**src/rtl/step_divider.sv**
```systemverilog
// Sequential restoring radix-2 divider: quotinent = (divident << FRAC_BITS) / divisor.
// Optional STEP_DIVIDER_SHORTCUT_EN finishes zero-operand divisions in two edges.
module step_divider #(
  parameter int WIDTH     = 32,
  parameter int FRAC_BITS = 32
) (
  input  logic                       clk,
  input  logic                       reset,
  input  logic [WIDTH-1:0]           divident,
  input  logic [WIDTH-1:0]           divisor,
  input  logic                       start_divide,
  output logic [WIDTH+FRAC_BITS-1:0] quotinent,
  output logic                       divide_done,
  output logic                       busy,
  output logic                       div_by_zero
);

  localparam int QW = WIDTH + FRAC_BITS;
  localparam int CW = $clog2(QW);

  typedef enum logic [1:0] {S_IDLE, S_RUN, S_DONE} state_t;

  state_t          state_q, state_d;
  logic [QW-1:0]   num_q, num_d;
  logic [WIDTH-1:0] dsr_q, dsr_d;
  logic [WIDTH:0]  rem_q, rem_d;
  logic [QW-1:0]   q_q, q_d;
  logic [CW-1:0]   cnt_q, cnt_d;
  logic [QW-1:0]   quot_q, quot_d;
  logic            dbz_q, dbz_d;
`ifdef STEP_DIVIDER_SHORTCUT_EN
  logic            short_q, short_d;
`endif

  logic [WIDTH:0]  trial;
  logic [WIDTH:0]  diff;
  logic            fits;

  // The 33-bit trial remainder keeps divisors >= 2^31 exact.
  always_comb begin
    trial = {rem_q[WIDTH-1:0], num_q[QW-1]};
    diff  = trial - {1'b0, dsr_q};
    fits  = (trial >= {1'b0, dsr_q});
  end

  always_comb begin
    state_d = state_q;
    num_d   = num_q;
    dsr_d   = dsr_q;
    rem_d   = rem_q;
    q_d     = q_q;
    cnt_d   = cnt_q;
    quot_d  = quot_q;
    dbz_d   = dbz_q;
`ifdef STEP_DIVIDER_SHORTCUT_EN
    short_d = short_q;
`endif

    case (state_q)
      S_RUN: begin
        cnt_d = cnt_q - 1'b1;
`ifdef STEP_DIVIDER_SHORTCUT_EN
        if (short_q) begin
          if (cnt_q == CW'(1)) begin
            quot_d = (dsr_q == '0) ? '1 : '0;
            dbz_d  = (dsr_q == '0);
          end
        end else
`endif
        begin
          num_d = num_q << 1;
          rem_d = fits ? diff : trial;
          q_d   = {q_q[QW-2:0], fits};
          if (cnt_q == '0) begin
            quot_d = {q_q[QW-2:0], fits};
            dbz_d  = (dsr_q == '0);
          end
        end
        if (cnt_q == '0) state_d = S_DONE;
      end
      S_DONE:  state_d = S_IDLE;
      default: state_d = S_IDLE;
    endcase

    // A start overrides whatever the current operation was doing.
    if (start_divide) begin
      state_d = S_RUN;
      num_d   = {divident, {FRAC_BITS{1'b0}}};
      dsr_d   = divisor;
      rem_d   = '0;
      q_d     = '0;
      cnt_d   = CW'(QW - 1);
`ifdef STEP_DIVIDER_SHORTCUT_EN
      short_d = (divisor == '0) || (divident == '0);
      if (short_d) cnt_d = CW'(1);
`endif
    end
  end

  always_ff @(posedge clk) begin
    if (reset) begin
      state_q <= S_IDLE;
      num_q   <= '0;
      dsr_q   <= '0;
      rem_q   <= '0;
      q_q     <= '0;
      cnt_q   <= '0;
      quot_q  <= '0;
      dbz_q   <= 1'b0;
`ifdef STEP_DIVIDER_SHORTCUT_EN
      short_q <= 1'b0;
`endif
    end else begin
      state_q <= state_d;
      num_q   <= num_d;
      dsr_q   <= dsr_d;
      rem_q   <= rem_d;
      q_q     <= q_d;
      cnt_q   <= cnt_d;
      quot_q  <= quot_d;
      dbz_q   <= dbz_d;
`ifdef STEP_DIVIDER_SHORTCUT_EN
      short_q <= short_d;
`endif
    end
  end

  assign quotinent   = quot_q;
  assign div_by_zero = dbz_q;
  assign busy        = (state_q == S_RUN);
  assign divide_done = (state_q == S_DONE);

endmodule
```
**config.mk**
```make
export PLATFORM = sky130hd
export DESIGN_NAME = step_divider
export DESIGN_NICKNAME = d
export VERILOG_FILES = /design/src/rtl/step_divider.sv
export SDC_FILE = /design/constraint.sdc
export NUM_CORES = 1
export LEC_CHECK = 0
export ABC_AREA = 0
export CORE_MARGIN = 2
export CORE_UTILIZATION = 50
export DETAILED_ROUTE_END_ITERATION = 6
export GPL_TIMING_DRIVEN = 0
export PLACE_DENSITY = 0.7
export REMOVE_ABC_BUFFERS = 1
export SYNTH_ARGS = -nofsm -noshare
export SYNTH_HDL_FRONTEND = slang
export SYNTH_SLANG_ARGS = --single-unit
```
**constraint.sdc**
```tcl
create_clock -name clk -period 3.3 [get_ports clk]
set_input_delay 0.33 -clock clk [delete_from_list [all_inputs] [get_ports clk]]
set_output_delay 0.33 -clock clk [all_outputs]
set_load 0.05 [all_outputs]
```
==> run_results.csv, run 1 <==
group,metric,value,unit
finish,final_core_util,62.50,%
timing,post-route-min-period,3.202,ns
worst_setup_path,slowest_stage,"o311ai_0",
clock_network,cts_hold_buf,0,
worst_setup_path,critPathKind,"reg2reg",
synthesis,synth_edf_count,0,
route,vias_per_cell,5.507,
worst_setup_path,worst_path_most_repeated_cell,"a211o_1",
synthesis,ys_types,57,
finish,nets,1580,
synthesis,yosysSeqAreaShare,43.65,%
timing,setup_viol,0,
timing,setup_slack,0.09814,ns
pwr,total_leakage_power,4.717,nW
timing,worst_pin_slew,1.322,ns
clock_network,cts.clk_slew.worst_paths,0.06,ns
route,wl_per_cell,14.74,µm
global_routing,grt_pass1_vias,8703,
synthesis,async_reset_ff_share,0,%
timing,relSlewSlack,11.88,%
place,pre_cts_slack,-0.7275,ns
worst_setup_path,reg2reg_slack,0.1,ns
worst_setup_path,cp-end-kind,"flop",
place,dp_hpwl,16290,µm
clock_network,numCtsBuffers,25,
clock_network,cts_root_buffer,"clkbuf_16",
floorplan,io_pins,134,
place,gp_congestion,0.8984,
global_routing,grt_overflow,0,
synthesis,yosysWarnings,0,
job,maxCapViolCount,0,
worst_setup_path,startpoint,"dsr_q[3]",
clock_network,cts_tree,"built",
worst_setup_path,startpoint_type,"flop",
worst_setup_path,worstPathMaxFanout,6,
worst_setup_path,cp.arrival,3.58,ns
finish,n_fill_cell,1933,
timing,clock.fmax,312.3,MHz
global_routing,grt_pass1_wl,42350,µm
synthesis,yosys_register_bits,232,
synthesis,synth_cells,1403,
floorplan,die_area,22460,µm²
floorplan,dieWidth,149.9,µm
route,met3WireLength,1244,µm
floorplan,initial_core_util,50.78,%
clock_network,cts_max_path_buffers,3,
synthesis,synthesis.area,10640,µm²
route,highest_layer,"met4",
worst_setup_path,rr_startpoint,"dsr_q[3]",
floorplan,coreArea,20960,µm²
place,place_inst,1717,
timing,drv_slew,0,
status,status,"finished, final reports clean",
route,vias,9747,
pwr,powerDensity,504.8,nW/µm²
route,wl,26090,µm
global_routing,grt_max_degree,122,
worst_setup_path,crit_buf_inv,2,
synthesis,syn_area_per_cell,7.584,µm²
finish,final_layout_size_suffix_gt1_share,5.819,%
global_routing,antenna_found_initial,0,
pwr,ir_drop,0.3939,mV
worst_setup_path,critPathTopFamily,"compound AO/OA/AOI/OAI gates",
finish,diodes,0,
route,drt_first_pass_iters,6,
route,drtAntennaViolNets,0,
worst_setup_path,slowest_delay,0.39,ns
place,io_buffer_count,133,
route,wl_met2,12350,µm
route,drc,0,
hold_path,hp-class,"in2reg",
worst_setup_path,path_cells,"inv_1, ha_2, nand3_1, o21bai_2, a211o_1, a211o_1, a211oi_4, buf_4, o21a_4, nor2_2, o311ai_0",
finish,stdcell_count,1770,
route,wl_met1,12080,µm
worst_setup_path,cp_data_required_time,3.68,ns
clock_network,cts.htree.levels,1,
synthesis,synth_flop_cell,"dfxtp_1",
floorplan,die_y,149.9,µm
finish,area_growth,23.10,%
clock_network,worstSkewPairLatency,0.51,ns
floorplan,fp-row-count,53,
route,drt_first_iter_violations,576,
timing,hold_ws,0.2782,ns
hold_path,hold-path-cell-count,3,
worst_setup_path,ff2ff_path_depth,11,
worst_setup_path,cp.depth,11,
timing,tns,0,ns
global_routing,grt.total_usage,22.31,%
timing,fin_worst_skew,0.009559,ns
worst_setup_path,crit_path_end,"rem_q[1]",
worst_setup_path,worstReg2RegEnd,"rem_q[1]",
clock_network,cts_sinks,232,
timing,finalCritPeriodShare,97.03,%
timing,hold_viol_final,0,
-- worst reg2reg max path: cells and delay by family (launching register included) --
family | cells | cell delay, ns
AOI/OAI and AO/OA | 6 | 1.86
adders and majority gates | 1 | 0.37
buffers and inverters | 2 | 0.26
DFF | 1 | 0.37
and+or+nand+nor | 2 | 0.23
-- sequential cells by signal, summed over array words and instances (netlist names) --
register,flops
div_by_zero,1
rem_q,32
dsr_q,32
q_q,63
quotinent,64
num_q,32
state_q,2
cnt_q,6
-- cell usage after synthesis (all sizes together) (4+ instances only) --
cell | n | area [µm²]
o21a | 8 | 60.06
or3 | 4 | 25.02
a211o | 9 | 78.83
o21ai | 67 | 335.3
nor2b | 7 | 43.79
a2111oi | 4 | 41.29
a21o | 9 | 67.56
nand3 | 39 | 200.2
a21oi | 223 | 1116
inv | 42 | 157.7
nand2 | 338 | 1269
mux2i | 33 | 330.3
or2 | 4 | 25.03
a211oi | 7 | 57.55
xnor2 | 18 | 157.7
nor4 | 12 | 75.07
ha | 33 | 412.9
nand4 | 12 | 75.07
o21bai | 5 | 37.54
buf | 13 | 61.31
nor3 | 12 | 60.06
dfxtp | 232 | 4644
a31oi | 28 | 175.2
nor2 | 105 | 394.1
and3 | 6 | 37.54
xor2 | 8 | 70.07
clkbuf | 91 | 341.6
-- routing by layer --
metal / vias up / GRT usage, %
li1: 4939 / -
met1: 4538 / 31.13
met4: 0 / 4.811
met2: 232 / 37.21
met3: 38 / 2.591
met5: - / 0
-- how the worst min path moves through the flow --
stage	start	to	slack (ns)
2_1_floorplan	reset	quotinent[10]	0.40
3_3_place_gp	q_q[62]	quotinent[63]	0.44
3_5_place_dp	quotinent[38]	quotinent[38]	0.45
4_1_cts	start_divide	dsr_q[30]	0.27
5_1_grt	start_divide	dsr_q[28]	0.29
6_report	start_divide	dsr_q[30]	0.28
-- layout by cell type (no fill, tap or decap), types with 3 or more instances in the layout --
cell type	netlist	routed
nand3_1	38	37
a31o_2	3	3
buf_4	0	9
clkinvlp_4	0	3
o21bai_1	5	4
o21ai_0	66	66
o211ai_1	3	3
inv_1	42	42
buf_12	0	3
dfxtp_1	232	231
o21a_1	8	7
buf_16	0	4
a21o_1	9	9
ha_4	0	3
a211o_1	9	9
nor3_1	12	12
and3_1	6	5
a31oi_1	28	28
or3_1	4	4
clkbuf_1	91	7
nor2_1	105	103
nor2b_1	7	7
nor4_1	12	12
or2_2	3	3
nand4_1	12	12
clkdlybuf4s50_1	0	131
mux2i_1	33	33
ha_1	33	28
nand2_1	338	338
xor2_1	8	8
clkbuf_16	0	27
xnor2_1	18	18
a211oi_1	6	6
clkinv_2	0	4
a21oi_1	223	223
-- through the flow --
stage	area [µm²]	total power [mW]
floorplan	10240	3.681
global placement	11910	4.028
detailed placement	12140	4.060
CTS	12910	6.605
global route	13100	6.918
finish	13100	6.612
-- kinds of logic after synthesis --
kind of cell / synth area share [%]
AND/OR/NAND/NOR: 21.18
AO/OA/AOI/OAI: 20.56
flip-flops: 43.65
buffers and inverters: 5.303
adder cells (fa/ha/maj): 4.069
multiplexers: 3.104
XOR/XNOR: 2.140
-- final cells by class --
cell class	count	area, µm²	area share (%)
multi-input cells	1026	5580	42.61
flip-flops and latches	232	4646	35.47
clock inverters	9	60.06	0.4585
repair buffers	151	1622	12.38
clock buffers	34	679.4	5.187
well taps	275	344.1	2.627
inverters	43	166.4	1.271
-- timing repair --
action,in CTS,in global routing
setup endpoints to repair,33,16
resized for setup,7,15
cloned,0,4
setup buffers,1,5
pin swaps,1,3
-- power by group --
| group | switching, mW | internal (mW) |
|---|---|---|
| Clock | 1.09 | 1.44 |
| Sequential | 0.0531 | 2.88 |
| Combinational | 0.685 | 0.470 |
| Total | 1.83 | 4.79 |
(Power assumes the default switching activity.)
==> run 2, diff against run 1 <==
- CORE_UTILIZATION: 50 -> 56
- PLACE_DENSITY: 0.7 -> 0.77
==> run 2 against run 1 <==
Non-clock buffer count fell by 2. Hold slack got worse by 0.011 ns. Fmax rose by 0.37%. Sequential share of layout area fell by 0.072 points. Critical endpoint is now rem_q[28]. First-iteration DRC count rose by 24%. Register-to-register slack barely moved. Core utilization rose by 7.7 points. Highest routed layer unchanged. Sequential cell count did not move.
==> run_results.csv, run 2 (synthesis gave the netlist of run 1 again) <==
group,metric,value,unit
place,pre_cts_slack,-0.5853,ns
worst_setup_path,worstPathMaxFanout,7,
global_routing,grt_max_degree,90,
finish,mostFrequentLayoutCell,"nand2_1",
global_routing,grt.total_usage,24.66,%
status,status,"finished, final reports clean",
timing,post-route-min-period,3.190,ns
finish,multi_input_area,5570,µm²
floorplan,dieWidth,141.8,µm
global_routing,grt_pass1_wl,42320,µm
route,vias,9816,
floorplan,fp-row-count,50,
place,place_inst,1674,
finish,final_layout_size_suffix_gt1_share,6.296,%
global_routing,antenna_found_initial,0,
pwr,powerDensity,534.9,nW/µm²
pwr,ir_drop,0.3735,mV
finish,nets,1577,
route,wl_per_cell,14.82,µm
clock_network,cts.clk_slew.worst_paths,0.06,ns
clock_network,cts_root_buffer,"clkbuf_16",
timing,hold_viol_final,0,
place,dp_hpwl,16040,µm
timing,setup_viol,0,
finish,stdcell_count,1727,
floorplan,io_pins,134,
job,maxCapViolCount,0,
route,drtAntennaViolNets,0,
route,drt_first_pass_iters,7,
route,drt_first_iter_violations,715,
pwr,total_leakage_power,4.763,nW
global_routing,grt_pass1_vias,8880,
pwr,p_total,7.022,mW
clock_network,numCtsBuffers,25,
clock_network,cts_hold_buf,0,
hold_path,hp-class,"in2reg",
finish,final_cell_mix,"338 x nand2_1, 230 x dfxtp_1, 223 x a21oi_1",
worst_setup_path,cp.arrival,3.66,ns
finish,n_fill_cell,1571,
place,io_buffer_count,133,
place,gp_congestion,0.8692,
worst_setup_path,cp-end-kind,"flop",
worst_setup_path,cp_data_required_time,3.77,ns
route,wl,25590,µm
clock_network,worstSkewPairLatency,0.53,ns
floorplan,die_area,20120,µm²
timing,fin_worst_skew,0.01264,ns
clock_network,cts_sinks,232,
finish,area_growth,23.38,%
timing,setup_slack,0.1100,ns
floorplan,die_y,141.8,µm
timing,clock.fmax,313.5,MHz
route,vias_per_cell,5.684,
timing,worst_pin_slew,1.281,ns
timing,finalCritPeriodShare,96.67,%
timing,tns,0,ns
floorplan,coreArea,18710,µm²
clock_network,cts_tree,"built",
finish,largest_reg_flops,64,
worst_setup_path,startpoint_type,"flop",
timing,relSlewSlack,14.62,%
floorplan,initial_core_util,56.88,%
worst_setup_path,critPathKind,"reg2reg",
clock_network,cts_max_path_buffers,3,
finish,diodes,0,
finish,seq_area,4647,µm²
route,drc,0,
timing,drv_slew,0,
global_routing,grt_overflow,0,
clock_network,cts.htree.levels,1,
==> run 2: cell count changes in the layout (fill, tap and decap cells not counted), sizes merged <==
cell      delta
clkbuf       -5
clkinv       -1
inv          +2
nand3        -1
clkinvlp     -1
bufinv       +4
==> run 2: timing repair <==
| item | 4_1_cts | 5_1_grt |
|---|---|---|
| pin swaps | 2 | 2 |
| gates cloned | 0 | 1 |
| resized for setup | 5 | 20 |
| hold endpoints to repair | 0 | 0 |
| setup buffers | 2 | 6 |
| setup endpoints to repair | 33 | 19 |
==> run 2: per-stage QoR <==
step / util [%] / hold slack, ns / instance area (µm²)
global placement: 63.41 / 0.4412 / 11860
global route: 70.18 / 0.2825 / 13130
detailed placement: 64.52 / 0.4453 / 12070
finish: 70.18 / 0.2669 / 13130
CTS: 69.38 / 0.2593 / 12980
floorplan: - / 0.3991 / 10240
==> run 2: worst max-delay path, stage by stage (launching register included) <==
cell       delay [ns]
dfxtp_2          0.35
inv_1            0.05
ha_1             0.36
nand3_1          0.14
o21bai_2         0.24
a211o_1          0.32
a211o_1          0.36
a211oi_4         0.42
o21ai_4          0.12
buf_4            0.23
a2111oi_2        0.38
a311o_1          0.16
==> run 2: report_power, final <==
part / leakage, nW / switching [mW] / internal (mW)
Sequential: 1.89 / 0.0552 / 2.87
Combinational: 2.45 / 0.680 / 0.465
Clock: 0.430 / 1.15 / 1.80
Total: 4.76 / 1.88 / 5.14
==> run 2: routing by layer <==
metal / up-vias / track usage, % / part of all wire [%] / routed length (µm)
li1: 4933 / - / - / -
met1: 4566 / 34.13 / 46 / 11870
met2: 277 / 40.78 / 47 / 11910
met3: 40 / 3.476 / 5.4 / 1391
met4: 0 / 6.316 / 1.6 / 418
met5: - / 0 / 0 / 0
==> run 2: final cells by class <==
class / count / area share (%)
multi-input cells: 1025 / 42.43
flip-flops and latches: 232 / 35.40
repair buffers: 149 / 11.97
clock buffers: 31 / 5.242
well taps: 234 / 2.230
clock inverters: 13 / 1.439
inverters: 43 / 1.287
==> run 2: worst paths after layout <==
| check | start | endpoint | slack, ns | cells past startpoint |
|---|---|---|---|---|
| min reg2reg | quotinent[33] | quotinent[33] | 0.45 | 2 |
| max | dsr_q[3] | rem_q[28] | 0.11 | 11 |
| max reg2reg | dsr_q[3] | rem_q[28] | 0.11 | 11 |
| min | start_divide | dsr_q[18] | 0.27 | 3 |
==> run 3, diff against run 2 <==
- ABC_AREA: 0 -> default
- HOLD_SLACK_MARGIN: default -> 0.05
==> results of run 3 <==
Same layout as run 2: the final DEF is identical, and so are final timing and power.
